### src/rtl/pipe_pkg.sv
// Shared encodings for the 16-bit core pipeline controller.
// Instruction classes, opcodes, bubble word and sequencer states.
package pipe_pkg;

  localparam logic [1:0] CLS_LD    = 2'b00;
  localparam logic [1:0] CLS_ST    = 2'b01;
  localparam logic [1:0] CLS_OTH   = 2'b10;
  localparam logic [1:0] CLS_ARITH = 2'b11;

  localparam logic [3:0] OP_CMP = 4'h5;
  localparam logic [3:0] OP_MOV = 4'h6;
  localparam logic [3:0] OP_IN  = 4'hC;
  localparam logic [3:0] OP_OUT = 4'hD;
  localparam logic [3:0] OP_HLT = 4'hF;

  localparam logic [15:0] NOP_CMD = 16'hC0E0;

  typedef enum logic [1:0] {
    RUN    = 2'd0,
    DRAIN  = 2'd1,
    HALTED = 2'd2
  } state_t;

  function automatic logic is_ld(input logic [15:0] c);
    return c[15:14] == CLS_LD;
  endfunction

  function automatic logic is_hlt(input logic [15:0] c);
    return (c[15:14] == CLS_ARITH) && (c[7:4] == OP_HLT);
  endfunction

  // Arith ops that read both register fields.
  function automatic logic arith_two_src(input logic [3:0] op);
    return op inside {[4'h0:OP_MOV], [4'h8:4'hB], OP_OUT};
  endfunction

endpackage

### src/rtl/src_use_decode.sv
// Source-operand usage decode for one command word.
// use_a covers [13:11], use_b covers [10:8].
module src_use_decode
  import pipe_pkg::*;
(
  input  logic [15:0] cmd,
  output logic        use_a,
  output logic        use_b,
  output logic [2:0]  src_a,
  output logic [2:0]  src_b
);

  logic [3:0] op;
  logic       unused_low;

  assign op         = cmd[7:4];
  assign src_a      = cmd[13:11];
  assign src_b      = cmd[10:8];
  assign unused_low = ^cmd[3:0];

  always_comb begin
    use_a = 1'b0;
    use_b = 1'b0;
    unique case (cmd[15:14])
      CLS_LD: begin
        use_b = 1'b1;
      end
      CLS_ST: begin
        use_a = 1'b1;
        use_b = 1'b1;
      end
      CLS_ARITH: begin
        use_a = arith_two_src(op);
        use_b = arith_two_src(op);
      end
      CLS_OTH: begin
        use_a = 1'b0;
        use_b = 1'b0;
      end
    endcase
  end

endmodule

### src/rtl/pipe_sequencer.sv
// Instruction pipeline controller: ID/EX/WB command registers,
// load-use stalls, branch flushes, freeze and halt sequencing.
module pipe_sequencer #(
  parameter logic [15:0] NOP_CMD = pipe_pkg::NOP_CMD,
  parameter int          CNT_W   = 16
) (
  input  logic             clk,
  input  logic             rst,
  input  logic             run,
  input  logic [15:0]      imem_data,
  input  logic             branch_taken,
  output logic [15:0]      cmd_id,
  output logic [15:0]      cmd_ex,
  output logic [15:0]      cmd_wb,
  output logic             pc_en,
  output logic             stall,
  output logic             flush,
  output logic             halted,
  output logic [CNT_W-1:0] stall_cnt,
  output logic [CNT_W-1:0] flush_cnt
);

  pipe_pkg::state_t state;

  logic       use_a;
  logic       use_b;
  logic [2:0] src_a;
  logic [2:0] src_b;
  logic       ld_hit;
  logic       hazard;
  logic       live;

  src_use_decode u_dec (
    .cmd   (cmd_id),
    .use_a (use_a),
    .use_b (use_b),
    .src_a (src_a),
    .src_b (src_b)
  );

  assign ld_hit = (use_a && (src_a == cmd_ex[13:11]))
               || (use_b && (src_b == cmd_ex[13:11]));
  assign hazard = pipe_pkg::is_ld(cmd_ex) && ld_hit;

  assign live   = !rst && run && (state != pipe_pkg::HALTED);
  assign flush  = live && branch_taken;
  assign stall  = live && !branch_taken && hazard;
  assign pc_en  = live
               && (branch_taken
                   || (!hazard && (state == pipe_pkg::RUN)));
  assign halted = (state == pipe_pkg::HALTED);

  always_ff @(posedge clk or posedge rst) begin
    if (rst) begin
      cmd_id    <= NOP_CMD;
      cmd_ex    <= NOP_CMD;
      cmd_wb    <= NOP_CMD;
      stall_cnt <= '0;
      flush_cnt <= '0;
      state     <= pipe_pkg::RUN;
    end else if (run && (state != pipe_pkg::HALTED)) begin
      cmd_wb <= cmd_ex;
      if (branch_taken) begin
        // Kills ID and EX; also cancels a pending halt drain.
        cmd_id    <= NOP_CMD;
        cmd_ex    <= NOP_CMD;
        flush_cnt <= flush_cnt + CNT_W'(1);
        state     <= pipe_pkg::RUN;
      end else if (hazard) begin
        cmd_ex    <= NOP_CMD;
        stall_cnt <= stall_cnt + CNT_W'(1);
      end else begin
        cmd_ex <= cmd_id;
        if (state == pipe_pkg::RUN) begin
          cmd_id <= imem_data;
          if (pipe_pkg::is_hlt(imem_data)) begin
            state <= pipe_pkg::DRAIN;
          end
        end else begin
          cmd_id <= NOP_CMD;
        end
        if (pipe_pkg::is_hlt(cmd_ex)) begin
          state <= pipe_pkg::HALTED;
        end
      end
    end
  end

endmodule

### config.mk
export PLATFORM = sky130hd
export DESIGN_NAME = pipe_sequencer
export DESIGN_NICKNAME = d
export VERILOG_FILES = /design/src/rtl/pipe_pkg.sv /design/src/rtl/src_use_decode.sv /design/src/rtl/pipe_sequencer.sv
export SDC_FILE = /design/constraint.sdc
export NUM_CORES = 1
export LEC_CHECK = 0
export CAP_MARGIN = 20
export CORE_MARGIN = 10
export CORE_UTILIZATION = 40
export DETAILED_ROUTE_END_ITERATION = 16
export DONT_BUFFER_PORTS = 1
export GPL_TIMING_DRIVEN = 0
export PLACE_DENSITY = 0.62
export SLEW_MARGIN = 20
export SYNTH_ARGS = -nofsm -noshare
export SYNTH_HDL_FRONTEND = slang
export SYNTH_SLANG_ARGS = --single-unit
### constraint.sdc
create_clock -name clk -period 7.1 [get_ports clk]
set_input_delay 1.42 -clock clk [delete_from_list [all_inputs] [get_ports clk]]
set_output_delay 1.42 -clock clk [all_outputs]
set_load 0.01 [all_outputs]
# ---- After elaboration in Yosys (flattened, before gate mapping)
# Cells that the tools add are included.
# Widths: inputs -> output; s select.
dict set report totals {
  reg_bits 82
  latchBits 0
  ramBits 0
  romBits 0
  input_bits 20
  out_inout_bits 84
  word_cells 69
  memories 0
}
dict set report classes {
  n_addsub 2
  multipliers 0
  div 0
  order_cmp 4
  eq_ne 13
  shifts 0
  n_mux 12
  bitwise_logic 1
  reduce_logical 31
}
# op count
set ops {}
lappend ops {{$mux 16} 5}
lappend ops {{$add 16x1->16 const B} 2}
lappend ops {{$logic_and 1x1->1} 15}
lappend ops {{$eq 4x4->1 const B} 3}
lappend ops {{$eq 2x2->1 const B} 5}
lappend ops {{$mux 2} 5}
lappend ops {{$reduce_bool 3->1} 3}
lappend ops {{$eq 3x3->1} 2}
lappend ops {{$logic_not 2->1} 3}
lappend ops {{$ge 4x1->1 const B} 1}
lappend ops {{$ge 4x4->1 const B} 1}
lappend ops {{$le 4x3->1 const B} 1}
lappend ops {{$le 4x4->1 const B} 1}
lappend ops {{$ne 2x2->1 const B} 2}
lappend ops {{$reduce_and 2->1} 2}
lappend ops {{$reduce_and 4->1} 1}
lappend ops {{$logic_not 1->1} 3}
lappend ops {{$pmux 1 s3} 1}
lappend ops {{$reduce_and 3->1} 1}
lappend ops {{$eq 2x1->1 const B} 1}
lappend ops {{$logic_or 1x1->1} 2}
lappend ops {{$pmux 1 s2} 1}
lappend ops {{$reduce_or 2->1} 1}
lappend ops {{$not 1->1} 1}

# ---- Depth between registers and ports, before layout
# Gate-level depths: netlist of the first run.
dict set report logic_depth {
  depth_word 11
  depth_mapped 6
}

# ---- By module
# A second synthesis of the first run with hierarchy kept.
dict set report hier_totals {
  hier_cells 317
  area_unflattened_um2 3592.2
}
# mod instances cells_each area_per_inst_um2
set modules_own_cells {}
lappend modules_own_cells {pipe_sequencer 1 306 3509.6}
lappend modules_own_cells {src_use_decode 1 11 82.6}

# ---- Worst setup path before layout of the first run
# OpenSTA, ideal clock, no wires.
dict set report synth_path {
  path_type {in2out}
  from {input port branch_taken}
  to {output port stall}
  arrival_ns 2.273
  required_time_ns 5.680
  setup_slack_ns 3.407
  path_stages 3
  n_path_buf 1
  path_cell_list {buf_2 > or3_1 > nor3_1}
}
dict set report synth_between {
  elab_chain_cells 3
}
# item line_no
set synth_lines {}
lappend synth_lines {{start: declaration} pipe_sequencer.sv:11} ;# input logic branch_taken,
lappend synth_lines {{$logic_not 1->1} pipe_sequencer.sv:47} ;# assign stall = live && !branch_taken && hazard;
lappend synth_lines {{$logic_and 1x1->1 (2 in series)} pipe_sequencer.sv:47}
lappend synth_lines {{end: declaration} pipe_sequencer.sv:16} ;# output logic stall,
# Every way passes these cells.

# ---- Final worst setup path of the first run
# Same ends and word-level chain as after synthesis.

==> metrics.cfg, run 1 <==
[placed_design]
hpwl_um = 6850
port_buffers = 0
place.gp.congestion = 0.735
post_dp_cell_area_um2 = 3750

[hold_path]
hp-class = flop to flop
hold-path-endpoint = cmd_wb[7]
holdPathStages = 2
hold_start = cmd_wb[7]

[pwr]
swShare_pct = 36.0
power_uw = 1300
seq_power_share_pct = 60.0
vdd_drop_max_uv = 120
power_frac_comb_pct = 15.4
internal_power_uw = 834
p_leak_uw = 0.00185
power_density_nw_per_um2 = 331
switchingPower_uw = 468
clkPwrFrac_pct = 24.6

[global_route]
gr-max-usage-layer = met2
grtUsageMet1_pct = 16.1
grt_max_degree = 47
met2_usage_pct = 23.0
grt_pass1_vias = 2501
grt_overflow = 0
grt.total_usage_pct = 13.9
antenna_found_initial = 0
gr-usage-met3_pct = 5.61
grt_pass1_wl_um = 14300

[worst_setup_path]
cpLargestDelayFamily = simple AND/OR/NAND/NOR gates
critPathRequiredTime_ns = 5.68
setup.worst_path.end_class = output pin
r2r_slack_ns = 5.18
crit_chain = buf_2 -> or3_1 -> nor3_1
crit_buf_inv = 1
worstSetupStartpointType = input pin
reg2reg_from = cmd_ex[12]
reg2reg_to = cmd_id[9]
max_stage_delay_ns = 0.44
reg2reg_depth = 6
worstPathArrival_ns = 2.43
worstSetupPathType = input pin to output pin
cp_slowest_cell = or3_1
path_max_fanout = 10

[clock_tree]
cts_buffers = 9
cts_buffer_depth = 2
cts_tree = done
cts_sinks = 82
ctsResizeCount = 0
h-tree-depth = 3
post_cts_buffers = 0
cts-root-buf = clkbuf_8
ctsHoldBuffers = 0
clk_pin_slew_ns = 0.08
clk_latency_ns = 0.35

[synth]
syn_nets = 334
syn_avg_cell_area_um2 = 11.5
synth_area_leader_cell = dfrtp_1
synth.area.top_cells = dfrtp_1 47%, dfstp_2 11%, nand2_1 6.8%, a22o_1 5.6%, xnor2_1 4.4%
synth_commonest_cells = 67 x dfrtp_1, 65 x nand2_1, 23 x a22o_1
synth_area_um2 = 3580
synth-warning-count = 0
ys.flop_type = dfrtp_1
async_flop_share_pct = 100
ys_seq_area_share_pct = 57.8
netlist_instances = 312
synth_edf_count = 0
synth_most_common_cell = dfrtp_1
synth_top_area_share_pct = 46.8
ys_ff_latch = 82
yosysUniqueCellTypes = 45

[floorplanning]
io_pins = 104
dieArea_um2 = 13100
dieWidth_um = 115
core_um2 = 8720
rows = 34
die_y_um = 115
start_util_pct = 41.1

[routing]
route.detailed.drc = 0
route.vias.total = 2355
routed_wl_um = 9020
vias_per_cell = 5.39
wl_per_cell_um = 20.6
firstDrtPassIters = 4
ant_nets = 0
drt-initial-drc-count = 165

[sta]
finalSetupTns_ns = 0
hold_slack_ns = 0.487
fin_crit_sh_pct = 54.3
layout_min_cycle_time_ns = 3.85
hold_violations = 0
slew_headroom_pct = 56.0
max_freq_mhz = 260
setup_viol = 0
slew_violations = 0
rsz0062_at_grt = no
worstMarginPinSlew_ns = 0.660
skew_ns = 0.0144

[finish]
final_cell_area_um2 = 3930
areaGrowthSynthToFinish_pct = 9.78
layout-drive-gt1-share_pct = 17.9
finalNetCount = 346
fillCellCount = 798
diodes = 0

[outcome]
status = finished clean

[job]
cap_violations = 0

registers in the layout, indices dropped and copies added, names as in the netlist:
signal     cells
stall_cnt     16
cmd_id        16
cmd_wb        16
state          2
flush_cnt     16
cmd_ex        16
layout by cell type, fill, tap and decap left out, types with 4 or more instances in the layout:
cell type | Yosys | layout
dfrtp_1 | 67 | 67
clkbuf_1 | 5 | 5
nand4_1 | 6 | 6
xor2_1 | 18 | 18
dfstp_2 | 15 | 15
xnor2_1 | 18 | 18
nand2_1 | 65 | 65
nor2_1 | 17 | 17
a22o_1 | 23 | 23
nor3_1 | 8 | 8
nand3_1 | 8 | 8
inv_1 | 7 | 6
o22a_1 | 8 | 8
and3_1 | 4 | 4
clkbuf_8 | 0 | 9
layout make-up:
type | count | area, um^2 | share of cell area [%]
flip-flops and latches | 82 | 2070 | 52.6
multi-input cells | 211 | 1420 | 36.1
well taps | 108 | 135 | 3.44
clock buffers | 9 | 124 | 3.15
clock inverters | 7 | 61.3 | 1.56
plain buffers | 10 | 55.1 | 1.40
inverters | 9 | 38.8 | 0.986
repair buffers | 1 | 27.5 | 0.700
worst max path at each step:
stage	start	to	slack, ns	cells after the start
6_report	branch_taken	stall	3.25	3
5_1_grt	branch_taken	stall	3.21	3
4_1_cts	branch_taken	stall	3.22	3
3_5_place_dp	branch_taken	stall	3.22	3
3_3_place_gp	rst	cmd_wb[0]	2.67	1
2_1_floorplan	branch_taken	stall	3.41	3
stage by stage:
stage	worst slack [ns]	std cells	utilization, %
final	3.25	437	45.1
after detailed placement	3.22	421	43.0
after global placement	2.67	420	42.6
after CTS	3.22	437	45.1
after floorplan	3.41	312	-
after global routing	3.21	437	45.1
logic make-up after synthesis:
| group | after synthesis | synth area share [%] |
|---|---|---|
| fa+ha+maj | 2 | 0.698 |
| flops | 82 | 57.8 |
| buf+inv | 19 | 2.55 |
| compound gates | 44 | 10.5 |
| xor+xnor | 36 | 8.80 |
| simple gates | 126 | 18.8 |
| mux | 3 | 0.908 |
layer usage:
layer	wire length [um]	part of all wire, %
met3	793	8.8
met4	97	1.1
met5	0	0
met1	3600	40
met2	4530	50
power by group through the flow:
stage                     Clock [uW]  Sequential [uW]  Combinational, uW
after floorplan                    0              743                173
after global placement             0              796                191
after detailed placement           0              799                201
after CTS                        331              789                203
after global routing             354              804                228
final                            320              782                200
worst reg2reg max path, stage by stage (launching register included):
cell and delay [ns]:
dfrtp_1 0.49, xor2_1 0.22, nor3_4 0.31, nor2_1 0.12
o31ai_2 0.33, buf_4 0.25, a22o_1 0.16
Power figures use the tool's default switching activity.
==> inputs of run 2 (changes only) <==
--- a/config.mk
+++ b/config.mk
@@ -11,7 +11,7 @@
 export DETAILED_ROUTE_END_ITERATION = 16
 export DONT_BUFFER_PORTS = 1
 export GPL_TIMING_DRIVEN = 0
-export PLACE_DENSITY = 0.62
+export PLACE_DENSITY = 0.64
 export SLEW_MARGIN = 20
 export SYNTH_ARGS = -nofsm -noshare
 export SYNTH_HDL_FRONTEND = slang
==> constraint.sdc (replaced) <==
create_clock -name clk -period 3.5 [get_ports clk]
set_input_delay 0.7 -clock clk [delete_from_list [all_inputs] [get_ports clk]]
set_output_delay 0.7 -clock clk [all_outputs]
set_load 0.01 [all_outputs]
==> run 2 against run 1 <==
Net effect:
- via count grew 0.81%
- clock skew fell by 0.0036 ns
- global-route usage rose by 0.24 points
- clock power is 120% higher
- critical path depth up 3
- combinational power rose by 100%
- count of clock-buffer cells in the layout did not move
- utilization increased by 0.19 points
- critical endpoint is now pc_en
- highest routed layer unchanged
==> metrics.cfg, run 2 (synthesis results as in run 1) <==
[outcome]
status = finished clean

[floorplanning]
die_y_um = 115
io_pins = 104
core_um2 = 8720
dieArea_um2 = 13100
start_util_pct = 41.1
rows = 34
dieWidth_um = 115

[sta]
hold_violations = 0
hold_slack_ns = 0.179
skew_ns = 0.0109
slew_headroom_pct = 59.3
fin_crit_sh_pct = 81.9
worstMarginPinSlew_ns = 0.610
setup_viol = 0
slew_violations = 0
rsz0062_at_grt = no
max_freq_mhz = 349
layout_min_cycle_time_ns = 2.87

[pwr]
vdd_drop_max_uv = 232
p_leak_uw = 0.00186
power_density_nw_per_um2 = 684

[clock_tree]
h-tree-depth = 3
ctsHoldBuffers = 0
cts-root-buf = clkbuf_8
cts_tree = done
cts_buffers = 9
cts_sinks = 82
ctsResizeCount = 0
cts_buffer_depth = 2
post_cts_buffers = 0
clk_latency_ns = 0.35
clk_pin_slew_ns = 0.09

[global_route]
grt_max_degree = 60
grt_pass1_vias = 2444
antenna_found_initial = 0
grt_pass1_wl_um = 14300
grt.total_usage_pct = 14.1
grt_overflow = 0

[routing]
route.vias.total = 2374
vias_per_cell = 5.43
firstDrtPassIters = 4
wl_per_cell_um = 21.2
routed_wl_um = 9250
drt-initial-drc-count = 145
ant_nets = 0
route.detailed.drc = 0

[placed_design]
post_dp_cell_area_um2 = 3750
hpwl_um = 6930
place.gp.congestion = 0.765
port_buffers = 0
placed_cells = 421

[job]
cap_violations = 0

[finish]
final_cell_area_um2 = 3950
finalNetCount = 346
diodes = 0
layout_common_cells = 67 x dfrtp_1, 65 x nand2_1, 23 x a22o_1, 18 x xnor2_1, 18 x xor2_1
layout-drive-gt1-share_pct = 17.9
mostFrequentLayoutCell = dfrtp_1
fillCellCount = 796
areaGrowthSynthToFinish_pct = 10.2
final_cell_count_no_fill = 437
fin_util_pct = 45.3

[hold_path]
hp-class = input pin to async pin

[worst_setup_path]
worstSetupStartpointType = flop
r2r_slack_ns = 1.55
worstPathArrival_ns = 2.17
path_max_fanout = 10
worstSetupPathType = flop to output pin
critPathRequiredTime_ns = 2.80
setup.worst_path.end_class = output pin

## run 2: cell types whose count changed in the layout (fill, tap and decap cells not counted), sizes merged
cell      delta
inv          -3
clkinvlp     -1
bufinv       +1
clkinv       +3
## run 2: final timing paths
path,to,cells past startpoint,start
max,pc_en,6,cmd_id[15]
min,stall_cnt[10],1,rst
max reg2reg,cmd_id[0],6,cmd_ex[11]
min reg2reg,cmd_wb[7],2,cmd_wb[7]
max in group asynchronous,cmd_wb[14],2,rst
min in group clk,cmd_id[15],1,imem_data[15]
## run 2: layer usage
layer  GRT usage, %  up-vias  share of wire (%)
li1               -     1107                  -
met2           22.5       74                 49
met5              0        -                  0
met4           5.26        0                1.3
met3           6.18       10                 10
met1           16.4     1183                 39
## run 2: through the flow
step	setup TNS [ns]	setup slack, ns	power (uW)
2_1_floorplan	0	0.716	1860
3_3_place_gp	-11.17	-0.172	2010
3_5_place_dp	0	0.978	2040
4_1_cts	0	0.572	2740
5_1_grt	0	0.420	2860
6_report	0	0.634	2700
## run 2: area by class of cell
class	instances	area, um^2	share of cell area [%]
clock buffer	9	124	3.14
tap	108	135	3.42
clock inverter	7	77.6	1.96
sequential	82	2070	52.4
timing repair buffer	1	27.5	0.697
inverter	9	38.8	0.982
multi-input combinational	211	1420	36.0
buffer	10	55.1	1.39
## run 2: power breakdown
| part | total [uW] | switching (uW) | internal [uW] | leakage, uW |
|---|---|---|---|---|
| registers | 1600 | 380 | 1220 | 0.00105 |
| logic | 403 | 200 | 204 | 0.000714 |
| clock network | 704 | 369 | 335 | 0.0000998 |
## run 2: critical path, cell delays in order, from the launching register on
cell	delay, ns
dfstp_2	0.60
inv_1	0.10
o221a_2	0.34
o21ai_2	0.12
buf_6	0.20
a21oi_1	0.07
nor3_1	0.37
==> inputs of run 3 (changes only) <==
==> constraint.sdc (replaced) <==
create_clock -name clk -period 2.3 [get_ports clk]
set_input_delay 0.46 -clock clk [delete_from_list [all_inputs] [get_ports clk]]
set_output_delay 0.46 -clock clk [all_outputs]
set_load 0.01 [all_outputs]
==> run 3 against run 2 <==
Net effect:
- non-clock buffer count increased by 9
- combinational power rose by 84%
- die area is the same
- hold slack worse by 0.17 ns
- clock skew is 0.0030 ns higher
- sequential cell count is the same
- critical path type unchanged
- largest power group unchanged
==> metrics.cfg, run 3 (synthesis results as in run 1) <==
[outcome]
status = finished clean

[sta]
slew_headroom_pct = 55.9
max_freq_mhz = 442
hold_violations = 0
hold_slack_ns = 0.00609
worstMarginPinSlew_ns = 0.661
fin_ws_ns = 0.0389
slew_violations = 0
rsz0062_at_grt = yes
setup_viol = 0
layout_min_cycle_time_ns = 2.26
fin_crit_sh_pct = 98.3
skew_ns = 0.0138

[worst_setup_path]
critPathRequiredTime_ns = 1.84
endpoint = pc_en
crit_cells = 6
reg2reg_from = cmd_ex[12]
setup.worst_path.end_class = output pin
reg2reg_to = cmd_id[9]
crit_start = cmd_id[7]
reg2reg_depth = 7
max_stage_delay_ns = 0.64
crit_buf_inv = 1
worstPathArrival_ns = 1.80
cpLargestDelayFamily = flip-flops
worstSetupPathType = flop to output pin
cp_slowest_cell = dfstp_2
crit_chain = mux2i_4 -> o221a_4 -> o21ai_4 -> buf_6 -> a21oi_4 -> nor3_4
r2r_slack_ns = 0.33
path_max_fanout = 4
worstSetupStartpointType = flop

[floorplanning]
die_y_um = 115
dieWidth_um = 115
rows = 34
core_um2 = 8720
dieArea_um2 = 13100
io_pins = 104
start_util_pct = 41.1

[finish]
diodes = 0
layout-drive-gt1-share_pct = 24.6
areaGrowthSynthToFinish_pct = 15.0
fin_util_pct = 47.2
layout_common_cells = 64 x nand2_1, 61 x dfrtp_1, 23 x a22o_1, 18 x xor2_1, 17 x xnor2_1
fillCellCount = 803
finalNetCount = 355
mostFrequentLayoutCell = nand2_1

[global_route]
grt_pass1_wl_um = 14700
grt.total_usage_pct = 14.3
grt_overflow = 0
grt_max_degree = 28
antenna_found_initial = 0
grt_pass1_vias = 2526

[pwr]
power_density_nw_per_um2 = 1010
switchingPower_uw = 1480
swShare_pct = 35.5
clkPwrFrac_pct = 23.7
vdd_drop_max_uv = 480
seq_power_share_pct = 58.5
power_frac_comb_pct = 17.8
p_leak_uw = 0.00191
internal_power_uw = 2690

[clock_tree]
cts-root-buf = clkbuf_8
cts_tree = done
clk_latency_ns = 0.36
h-tree-depth = 3
clk_pin_slew_ns = 0.09
cts_buffers = 9
cts_buffer_depth = 2
cts_sinks = 82
ctsHoldBuffers = 0

[routing]
route.vias.total = 2437
route.detailed.drc = 0
ant_nets = 0
wl_per_cell_um = 20.9
vias_per_cell = 5.46
routed_wl_um = 9330
drt-initial-drc-count = 155
firstDrtPassIters = 4

[placed_design]
place.gp.congestion = 0.772
port_buffers = 0
post-place-ws_ns = 0.0150
hpwl_um = 7020

[hold_path]
hp-class = input pin to async pin

[job]
cap_violations = 0

[run 3: cell count changes in the layout (fill, tap and decap cells not counted), sizes merged]
| cell | before | now |
|---|---|---|
| clkinvlp | 1 | 4 |
| buf | 6 | 15 |
| clkbuf | 14 | 15 |
| clkinv | 4 | 1 |
| bufinv | 1 | 0 |
[run 3: layout make-up]
class	count	area, um^2	share of cell area (%)
buffer	10	55.1	1.34
inverter	9	40.0	0.972
clock inverter	6	47.5	1.15
timing repair buffer	10	128	3.10
sequential	82	2080	50.4
multi-input combinational	211	1500	36.4
tap	108	135	3.28
clock buffer	10	138	3.34
[run 3: power by group through the flow]
stage	Combinational (uW)	Clock, uW	Sequential, uW
after floorplan	535	0	2290
after global placement	591	0	2460
after detailed placement	627	0	2470
after CTS	719	1020	2460
after global routing	834	1070	2510
final	742	988	2440
[run 3: metrics by stage]
stage / setup TNS [ns] / cells / area (um^2) / power (uW)
after floorplan: 0 / 312 / 3590 / 2830
after global placement: 0 / 420 / 3720 / 3050
after detailed placement: 0 / 423 / 3800 / 3100
after CTS: -0.0384 / 444 / 4070 / 4200
after global routing: -0.0545 / 446 / 4120 / 4420
final: 0 / 446 / 4120 / 4170
[run 3: what timing repair did]
action	CTS	global route
pin swaps	4	2
setup buffers	5	2
gates cloned	0	0
gates resized for setup	17	5
setup endpoints to repair	3	2
[run 3: per-layer routing]
metal / global-route usage [%] / up-vias / share of wire [%]
li1: - / 1123 / -
met1: 16.8 / 1239 / 40
met2: 22.9 / 63 / 50
met3: 6.39 / 12 / 9.0
met4: 4.26 / 0 / 1.3
met5: 0 / - / 0
[run 3: how the worst min path moves through the flow]
| stage | from | to | slack [ns] | cells past startpoint |
|---|---|---|---|---|
| global placement | cmd_wb[5] | cmd_wb[5] | 0.48 | 2 |
| CTS | rst | cmd_wb[4] | 0.01 | 1 |
| floorplan | cmd_wb[14] | cmd_wb[14] | 0.46 | 2 |
| detailed placement | rst | state[1] | 0.40 | 1 |
| finish | rst | cmd_wb[4] | 0.006 | 1 |
| global route | rst | cmd_wb[1] | 0.005 | 1 |
==> RTL change 1 (flow settings as in run 1) <==
Make the reset (`rst`) synchronous in one clocked block.
--- a/src/rtl/pipe_sequencer.sv
+++ b/src/rtl/pipe_sequencer.sv
@@ -50,7 +50,7 @@
                    || (!hazard && (state == pipe_pkg::RUN)));
   assign halted = (state == pipe_pkg::HALTED);
 
-  always_ff @(posedge clk or posedge rst) begin
+  always_ff @(posedge clk) begin
     if (rst) begin
       cmd_id    <= NOP_CMD;
       cmd_ex    <= NOP_CMD;
Formal check against the unedited RTL: differs if rst is asserted again (counterexample within 4 cycles, from zero or initial values and one cycle with rst high); with rst held inactive, the same outputs for 4 cycles.
==> RTL change 1 against run 1 <==
Area after synthesis down 4.9%; first-iteration DRC count rose by 25%; final area fell by 5.2%; routed wire length increased by 12%; synthesized cell count grew 24%; register-to-register slack got worse by 0.49 ns; worst setup slack worse by 0.36 ns; sequential cell count stayed put; worst hold slack improved by 0.015 ns.
Power is not compared: it rests on default switching activity, and its combinational part moved more than twofold at a synthesized area within 25%.
==> RTL change 1: results (changes against run 1) <==
final cell count without fillers=506 (+16%); pin count of the biggest net entering global routing=15 (-68%); post-synthesis async set-or-reset flop share=0% (-100 points); Clock Tree Buf Depth=2 (unchanged); PnR worst setup slack=2.890 ns (-0.3577 ns); reg2reg setup slack=4.69 ns (-0.49 ns); Hold EP=state[0]; antenna diode count=0 (unchanged); actual slew at the worst max-slew pin=0.6254 ns (-0.03445 ns); post-synthesis area per instance=8.830 um^2 (-23%); clk root buf=clkbuf_8; Sw Share=25.02%; dpl hpwl=7.511 mm (+9.7%); dpl cells=491 (+17%); Seq/Total Area, Yosys=48.16% (-9.6 points); worst hold path type=reg -> reg; post-CTS setup buffer count=0 (unchanged); Synth cell types=41 (-8.9%); internal power=approximately 0.64 mW; clock-pin slew on the worst setup and hold paths=0.08 ns (about the same); vias in the first global route=2725 (+9.0%); Crit Reg-Reg Startpoint=cmd_id[4]; port buffer count=0 (unchanged); Crit. Startpoint=run; Synth Flop Type=dfxtp_1; CTS resizes=0 (unchanged); final hold slack=0.5027 ns (+0.01525 ns); Final Wtd Congestion=0.8572 (+17%); LEAKAGE=~1.2 nW; worst vdd ir=between 80 and 90 uV; Post-Syn Nets=408 (+22%); placed cell areas=3540 um^2 (-5.6%); Routed WL=10.15 mm (+12%); nets=419 (+21%); top cells by count, synth=82 x dfxtp_1, 45 x nand2_1, 34 x a21oi_1; comb pwr=approximately 0.044 mW; vias per cell=5.874 (+9.0%); hold path start=state[0]; Seq group=between 0.4 and 0.5 mW; share of cells above drive strength 1=6.983% (-11 points); first drt pass iteration count=4 (unchanged); DRT iter0 DRCs=207 (+25%); global-route wire length before repair=15.81 mm (+11%); WP data arrival=2.79 ns (+0.36 ns); Overall Global Routing Usage=15.47% (+1.6 points); RR Endpoint=cmd_id[15]; Worst-Skew Late Latency=0.35 ns (about the same); Area contributors post-synth=dfxtp_1 48%, a21oi_1 5.0%, nand2_1 5.0%; Hold Path Depth=2 (unchanged); Setup crit end=pc_en; run status=completed; CP max FO=10 (unchanged); Synthesis Warnings=0 (unchanged); initial antenna violation count=0 (unchanged); number of CTS-inserted buffers=9 (unchanged); clock skew=0.01162 ns (-0.002811 ns)
[RTL change 1: cell type report]
| cell class | instances | area [um^2] |
|---|---|---|
| Buffer | 28 | 122.6 |
| Multi-Input combinational cell | 264 | 1599 |
| Tap cell | 105 | 131.4 |
| Clock buffer | 9 | 123.9 |
| Inverter | 12 | 45.04 |
| Fill cell | 812 | 4527 |
| Sequential cell | 82 | 1642 |
| Clock inverter | 6 | 67.56 |
[RTL change 1: layer usage]
metal / global-route usage, % / part of all wire (%)
met5: 0 / 0
met3: 6.869 / 11
met2: 24.10 / 47
met1: 18.73 / 41
met4: 4.822 / 0.54
[RTL change 1: cell families after synthesis]
logic type,share of synthesized area [%]
mux,0.6241
buf+inv,4.919
fa+ha+maj,0.7341
simple gates,22.43
xor+xnor,4.111
flops,48.16
compound gates,19.02
[RTL change 1: worst max-delay path: stages]
cell,delay [ns]
buf_4,0.14
nand2_1,0.08
clkbuf_1,0.48
clkbuf_1,0.46
nor3_1,0.20
==> RTL change 2 (settings of run 1) <==
Without the edit above. The parameter `CNT_W` goes from 16 to 32.
--- a/src/rtl/pipe_sequencer.sv
+++ b/src/rtl/pipe_sequencer.sv
@@ -2,7 +2,7 @@
 // load-use stalls, branch flushes, freeze and halt sequencing.
 module pipe_sequencer #(
   parameter logic [15:0] NOP_CMD = pipe_pkg::NOP_CMD,
-  parameter int          CNT_W   = 16
+  parameter int          CNT_W   = 32
 ) (
   input  logic             clk,
   input  logic             rst,
Interface: changed (resized flush_cnt and stall_cnt); port bits go from 104 to 136. The function was not compared with the original's and may differ.
==> RTL change 2 against run 1 <==
Highest routed layer unchanged; die area is 34% higher; worst setup slack worse by 0.39 ns; area after synthesis is 42% higher; via count is 56% higher; critical path type unchanged; routed wire length is 48% higher; sequential share of layout area is 4.4 points lower; total power is 66% higher; clock skew is 0.0066 ns lower; synthesized cell count is 53% higher; final area is 51% higher; worst hold slack worse by 0.0051 ns; fmax is 9.2% lower; sequential cell count is 32 higher.
==> RTL change 2: results (changes against run 1) <==
run status=completed; actual slew at the worst max-slew pin=0.7348 ns (+0.07499 ns); nets=518 (+50%); Worst-Skew Late Latency=0.41 ns (+0.06 ns); top cells by count, synth=99 x dfrtp_1, 95 x nand2_1, 46 x xnor2_1; worst vdd ir=149.2 uV (+24%); wire per inst=19.59 um (-5.1%); Worst Reg-to-Reg Cells=6 (unchanged); global-route wire length before repair=21.16 mm (+48%); share of cells above drive strength 1=12.97% (-5.0 points); dpl hpwl=9.868 mm (+44%); post-synthesis async set-or-reset flop share=100.0% (unchanged); PnR worst setup slack=2.856 ns (-0.3922 ns); Final Wtd Congestion=0.7902 (+7.5%); reg2reg setup slack=4.72 ns (-0.46 ns); clock skew=0.007828 ns (-0.006601 ns); DRT iter0 DRCs=226 (+37%); Crit Reg-Reg Startpoint=cmd_id[4]; Post-Syn Nets=498 (+49%); RR Endpoint=stall_cnt[19]; LEAKAGE=2.674 nW (+44%); number of CTS-inserted buffers=17 (+8); DR vias=3680 (+56%); Crit. Startpoint=run; final cell count without fillers=681 (+56%); H-tree depth=4 (+1); Post-Syn Instances=476 (+53%); Setup WS pre-CTS=2.823 ns (-0.3961 ns); placed cell areas=5326 um^2 (+42%); Area contributors post-synth=dfrtp_1 49%, xnor2_1 7.9%, dfstp_2 7.8%; final hold slack=0.4823 ns (-0.005100 ns); clock-pin slew on the worst setup and hold paths=0.05 ns (-0.03 ns); Hold EP=cmd_wb[5]; Overall Global Routing Usage=15.08% (+1.2 points); hold path start=cmd_wb[5]; pin count of the biggest net entering global routing=67 (+43%); clk root buf=clkbuf_16; WP data arrival=2.82 ns (+0.39 ns); Seq/Total Area, Yosys=56.54% (-1.2 points); worst hold path type=reg -> reg; dpl cells=649 (+54%)
[RTL change 2: cell count changes after synthesis, moves of 6 or more]
cell,change
o21ai_0,+7
nor4_1,+6
nand2_1,+30
nand4_1,+16
dfrtp_1,+32
nor2_1,+7
xnor2_1,+28
nand3_1,+21
a22o_1,-11
[RTL change 2: kinds of logic after synthesis]
logic type	synth area share (%)
multiplexers	0.6405
AND/OR/NAND/NOR	21.51
flip-flops	56.54
adder cells (fa/ha/maj)	0.4927
XOR/XNOR	11.88
buffers and inverters	1.995
AO/OA/AOI/OAI	6.948
[RTL change 2: where the power goes]
group | internal, mW | switching, mW | total, mW
registers | 0.806 | 0.233 | 1.04
clock network | 0.613 | 0.286 | 0.899
logic | 0.110 | 0.112 | 0.222
total | 1.53 | 0.631 | 2.16
[RTL change 2: cell type report]
type | count | area (um^2)
Fill cell | 1168 | 6560
Sequential cell | 114 | 2872
Multi-Input combinational cell | 339 | 2106
Clock buffer | 22 | 474.2
Tap cell | 172 | 215.2
Clock inverter | 10 | 156.4
Buffer | 15 | 71.32
Inverter | 8 | 35.03
Timing Repair Buffer | 1 | 27.53
[RTL change 2: worst max-delay path, cell delays in order]
cell and delay, ns:
buf_4 0.13, nand2_1 0.15, nor2_1 0.58, nand2_1 0.28, nor2_1 0.27
[RTL change 2: metal layers]
layer / share of wire, % / routed length, um / global-route usage (%) / vias up
li1: - / - / - / 1701
met1: 39 / 5159 / 16.81 / 1832
met2: 48 / 6402 / 23.61 / 128
met3: 11 / 1475 / 7.949 / 19
met4: 2.3 / 305 / 6.479 / 0
met5: 0 / 0 / 0 / -
